<file path="src/rtl/ex_mem_stage.sv">
// EX->MEM pipeline register with a 2-entry skid buffer.
// Resolves beq from the ALU zero flag and pulses a fetch redirect.
module ex_mem_stage #(
  parameter int DATA_W   = 32,
  parameter int REG_AW   = 5,
  parameter int BR_SHIFT = 2
) (
  input  logic              clk,
  input  logic              rst_n,
  input  logic              in_valid,
  output logic              in_ready,
  input  logic [DATA_W-1:0] alu_result,
  input  logic              alu_zero,
  input  logic [DATA_W-1:0] store_data,
  input  logic [REG_AW-1:0] rd_addr,
  input  logic [DATA_W-1:0] pc_plus4,
  input  logic [DATA_W-1:0] branch_offset,
  input  logic              is_branch,
  input  logic              mem_read,
  input  logic              mem_write,
  input  logic              reg_write,
  input  logic              mem_to_reg,
  input  logic              flush_in,
  output logic              out_valid,
  input  logic              out_ready,
  output logic [DATA_W-1:0] out_result,
  output logic [DATA_W-1:0] out_store_data,
  output logic [REG_AW-1:0] out_rd_addr,
  output logic              out_mem_read,
  output logic              out_mem_write,
  output logic              out_reg_write,
  output logic              out_mem_to_reg,
  output logic              branch_taken,
  output logic [DATA_W-1:0] branch_target
);

  typedef struct packed {
    logic [DATA_W-1:0] result;
    logic [DATA_W-1:0] store_data;
    logic [REG_AW-1:0] rd_addr;
    logic              mem_read;
    logic              mem_write;
    logic              reg_write;
    logic              mem_to_reg;
  } beat_t;

  beat_t in_beat;
  beat_t main_q;
  beat_t skid_q;
  logic  main_v;
  logic  skid_v;
  logic  accept;
  logic  emit;
  logic  live;
  logic  keep;
  logic  br_hit;

  assign in_beat = '{
    result:     alu_result,
    store_data: store_data,
    rd_addr:    rd_addr,
    mem_read:   mem_read,
    mem_write:  mem_write,
    reg_write:  reg_write,
    mem_to_reg: mem_to_reg
  };

  assign in_ready = ~skid_v;
  assign accept   = in_valid & in_ready;
  assign emit     = main_v & out_ready;
  // Beats accepted during a redirect pulse are wrong-path.
  assign live     = accept & ~flush_in & ~branch_taken;
  assign keep     = live & ~is_branch;
  assign br_hit   = live & is_branch;

  always_ff @(posedge clk or negedge rst_n) begin
    if (!rst_n) begin
      main_v        <= 1'b0;
      skid_v        <= 1'b0;
      main_q        <= '0;
      skid_q        <= '0;
      branch_taken  <= 1'b0;
      branch_target <= '0;
    end else begin
      branch_taken <= br_hit & alu_zero;
      if (br_hit & alu_zero)
        branch_target <= pc_plus4 + (branch_offset << BR_SHIFT);
      if (flush_in) begin
        main_v <= 1'b0;
        skid_v <= 1'b0;
      end else if (emit | ~main_v) begin
        if (skid_v) begin
          main_q <= skid_q;
          main_v <= 1'b1;
          skid_v <= 1'b0;
        end else begin
          main_v <= keep;
          if (keep)
            main_q <= in_beat;
        end
      end else if (keep) begin
        skid_q <= in_beat;
        skid_v <= 1'b1;
      end
    end
  end

  assign out_valid      = main_v;
  assign out_result     = main_q.result;
  assign out_store_data = main_q.store_data;
  assign out_rd_addr    = main_q.rd_addr;
  assign out_mem_read   = main_q.mem_read;
  assign out_mem_write  = main_q.mem_write;
  assign out_reg_write  = main_q.reg_write;
  assign out_mem_to_reg = main_q.mem_to_reg;

endmodule

</file>
<file path="config.mk">
export PLATFORM = sky130hd
export DESIGN_NAME = ex_mem_stage
export DESIGN_NICKNAME = d
export VERILOG_FILES = /design/src/rtl/ex_mem_stage.sv
export SDC_FILE = /design/constraint.sdc
export NUM_CORES = 1
export LEC_CHECK = 0
export BUFFER_PORTS_ARGS = -buffer_cell sky130_fd_sc_hd__buf_2
export CORE_MARGIN = 5
export CORE_UTILIZATION = 40
export DETAILED_ROUTE_END_ITERATION = 7
export GPL_ROUTABILITY_DRIVEN = 1
export HOLD_SLACK_MARGIN = 0.12
export SYNTH_ARGS = -nofsm -noshare
export SYNTH_HDL_FRONTEND = slang
export SYNTH_SLANG_ARGS = --single-unit
</file>
<file path="constraint.sdc">
create_clock -name clk -period 3.3 [get_ports clk]
set_input_delay 0.495 -clock clk [delete_from_list [all_inputs] [get_ports clk]]
set_output_delay 0.495 -clock clk [all_outputs]
set_load 0.005 [all_outputs]
</file>
# Word level (Yosys, flattened, before mapping)
# Cells that the tools add are included.
[totals] regBits=181 input_bits=144 output_inout_bits=108 wordCells=46
[classes] n_addsub=1 muxes=8 bitwise_logic=14 reduce_logical=5
[op_table] op="$mux 73" count=2
[op_table] op="$add 32x32->32" count=1
[op_table] op="$and 1x1->1" count=7
[op_table] op="$mux 1" count=6
[op_table] op="$not 1->1" count=6
[op_table] op="$reduce_and 3->1" count=2
[op_table] op="$reduce_bool 2->1" count=2
[op_table] op="$reduce_bool 3->1" count=1
[op_table] op="$or 1x1->1" count=1

# Longest topological paths before layout
[depth] ltp_word=8 ltp_mapped=11 ltp_nobuf=11

# Worst setup path after synthesis
# Ideal clock, no wire load.
[synth_timing] kind="in2reg" start="input port pc_plus4[2]" end="register branch_target[30]" setup_time_ps=130 t_arrival_ps=2435 required_time_ps=3170 path_slack_ps=736 cell_stages=11 n_path_buf=0 cell_sequence="ha_1 > inv_1 > fa_1 > and2b_1 > o2111ai_1 > nand2_1 > a311oi_1 > or3_4 > a31oi_2 > xnor2_1 > o21ai_1"
[synth_via] elab_chain_cells=1
[synth_rtl] item="start: declaration" line="16" text="input logic [DATA_W-1:0] pc_plus4,"
[synth_rtl] item="$add 32x32->32" line="87" text="branch_target <= pc_plus4 + (branch_offset << BR_SHIFT);"
[synth_rtl] item="end signal: assignment" line="87"
[synth_rtl] item="end: declaration" line="34" text="output logic [DATA_W-1:0] branch_target"
# Every way passes these cells.
# A chain may end at the register's enable or synchronous reset.

# Final worst setup path
# Same ends and word-level chain as after synthesis.

==> results_dict.tcl <==
set metrics [dict create \
    die_x_um 158.1 \
    clock_latency_ps 430 \
    syn-cell-area_um2 8771 \
    clockBufferDepth 2 \
    clock_sinks 181 \
    critPathMaxFanout 4 \
    powerDensity_nw_per_um2 564.5 \
    dpl-instance-area_um2 10370 \
    drt-initial-drc-count 318 \
    routed_wl_mm 21.28 \
    cts-htree-levels 4 \
    final_area_um2 10990 \
    fin_crit_ps 2320 \
    synth_edf_count 0 \
    fin_util 0.5066 \
    vias 6592 \
    hold_viol 0 \
    postCtsHoldBufs 0 \
    syn_inst 812 \
    synthFlopType "dfrtp_1" \
    syn_to_final_growth_pct 25.28 \
    grt_pass1_wl_mm 33.84 \
    die_h_um 158.1 \
    n_antenna_cell 0 \
    slew_headroom 0.5005 \
    cts_resized 0 \
    peakVddDrop_mv 0.2517 \
    drive_gt1_frac 0.3598 \
    reg2reg_depth 4 \
    crit_type "input port to flip-flop" \
    drc 0 \
    gp_congestion 0.8209 \
    fin_tns_setup_ps 0 \
    ant_nets 0 \
    layout.nets 1220 \
    grtUsageTotal 0.1700 \
    seq_area_frac_synth 0.5164 \
    clk_transition_reported_paths_ps 80 \
    dp.cells 1307 \
    min_path_type "input port to async pin" \
    start_util 0.4044 \
    grt_overflow 0 \
    power.static_leakage_nw 5.453 \
    dpl.hpwl_mm 15.52 \
    critPathCaptureType "flip-flop" \
    syn_area_per_cell_um2 10.80 \
    drt_pass1_iterations 4 \
    finClkSkew_ps 12.79 \
    ys_ff_latch 181 \
    max_freq_ghz 0.4311 \
    top_register "skid_q" \
    cts_buffers 17 \
    setup_viol_count_final 0 \
    largest_reg_flops 73 \
    wl_per_cell_um 15.89 \
    cts_tree "yes" \
    rows 54 \
    ys_warn_count 0 \
    worst-endpoint-required_ps 3620 \
    antenna_found_initial 2 \
    viasPerCell 4.923 \
    grt_pass1_vias 6558 \
    cp.arrival_ps 2640 \
    root_buffer "clkbuf_16" \
    io_pins 252 \
    max_slew.worst_pin.slew_ps 749.3 \
    critPathLaunchType "input port" \
    stdcell_count 1339 \
    ys_types 48 \
    post-cts-setup-buffer-count 0 \
    grt_max_degree 89 \
    port-buffer-count 249 \
    fin_total_pwr_mw 6.202 \
    core_um2 21690 \
    post-route-period-util 0.7030 \
    rsz0062_at_grt "false" \
    drv_cap 0 \
    synth_fp_nets 986 \
    die-area_um2 24990 \
    outcome "finished clean" \
    async_reset_ff_frac 1.000 \
    final_max_slew_viol_count 0 \
    reg2reg_slack_ps 1060 \
]
power breakdown:
part,switching [mW],total (mW),internal (mW)
sequential,0.206,2.85,2.64
combinational,0.632,1.25,0.617
clock,0.954,2.11,1.15
worst paths after layout:
| kind | from | to |
|---|---|---|
| worst max-delay path | pc_plus4[2] | branch_target[30] |
| worst min-delay path | rst_n | out_rd_addr[0] |
| worst max register to register | skid_v | out_store_data[12] |
| worst min register to register | branch_target[15] | branch_target[15] |
| max in group asynchronous | rst_n | skid_q[43] |
| min in group clk | pc_plus4[0] | branch_target[0] |
cells by family after synthesis:
family	count (synthesis)	share of synthesized area
muxes	147	0.1782
xor gates and xnor gates	27	0.02696
and+or+nand+nor	184	0.08859
AOI/OAI and AO/OA	188	0.1223
adders and majority gates	30	0.04365
buffers and inverters	55	0.02397
DFF	181	0.5164
cells in the mapped netlist, types with 3 or more instances:
cell type | number | area share
dfrtp_1 | 181 | 0.52
nor3_1 | 4 | 0.0023
nand3_1 | 6 | 0.0034
buf_2 | 3 | 0.0017
o21ai_0 | 113 | 0.064
nand2_1 | 135 | 0.058
xor2_1 | 12 | 0.012
a21oi_1 | 35 | 0.020
buf_1 | 7 | 0.0030
a21o_1 | 10 | 0.0086
mux2_2 | 73 | 0.094
nand4_1 | 6 | 0.0043
o21ai_1 | 3 | 0.0017
ha_1 | 29 | 0.041
clkbuf_1 | 35 | 0.015
and3_1 | 3 | 0.0021
o21bai_1 | 3 | 0.0026
nor2_1 | 14 | 0.0060
inv_1 | 10 | 0.0043
xnor2_1 | 15 | 0.015
nand2b_1 | 6 | 0.0043
o21a_1 | 4 | 0.0034
mux2i_1 | 74 | 0.084
cell type report:
type | count | area, um2
Fill cell | 2004 | 10700
Timing Repair Buffer | 260 | 1400
Inverter | 10 | 37.54
Clock buffer | 17 | 425.4
Sequential cell | 181 | 4533
Clock inverter | 15 | 190.2
Multi-Input combinational cell | 576 | 4051
Tap cell | 280 | 350.3
through the flow:
stage	setup WS, ps	hold WS (ps)
after floorplan	735.5	199.4
after global placement	524.9	455.1
after detailed placement	505.0	457.8
after CTS	977.6	157.1
after global routing	860.4	175.9
final	980.2	130.1
per-layer routing:
layer,GRT usage,vias to the layer above,part of all wire
met4,0.05524,4,0.019
met1,0.2257,3055,0.45
met3,0.04292,33,0.068
met2,0.2739,177,0.46
li1,-,3323,-
met5,0,-,0.0019
worst max-delay path, cell delays in order:
cell,delay (ps)
buf_2,80
ha_1,150
inv_1,50
fa_1,390
and2b_1,230
o2111ai_1,100
nand2_1,160
a311oi_1,150
or3_4,440
a31oi_2,200
xnor2_1,130
o21ai_1,70
cell usage in the layout, fill, tap and decap left out, drive strengths merged, types with 2 or more instances in the layout:
cell type / netlist / final
or3: 2 / 2
mux2: 73 / 73
bufinv: 0 / 2
and3: 3 / 3
nand4: 6 / 6
ha: 29 / 29
o221ai: 2 / 2
mux2i: 74 / 74
xnor2: 15 / 15
o21ai: 118 / 118
a21o: 10 / 10
and2: 2 / 2
clkinv: 0 / 3
a31oi: 4 / 4
nor2: 14 / 14
a21oi: 35 / 35
xor2: 12 / 12
inv: 10 / 16
dfrtp: 181 / 181
a31o: 2 / 2
o21a: 4 / 4
clkinvlp: 0 / 4
clkbuf: 35 / 18
nor3: 4 / 4
nand3: 6 / 6
nand2b: 6 / 6
a21boi: 2 / 2
buf: 10 / 259
nand2: 136 / 136
o21bai: 3 / 3
(Power assumes the default switching activity.)
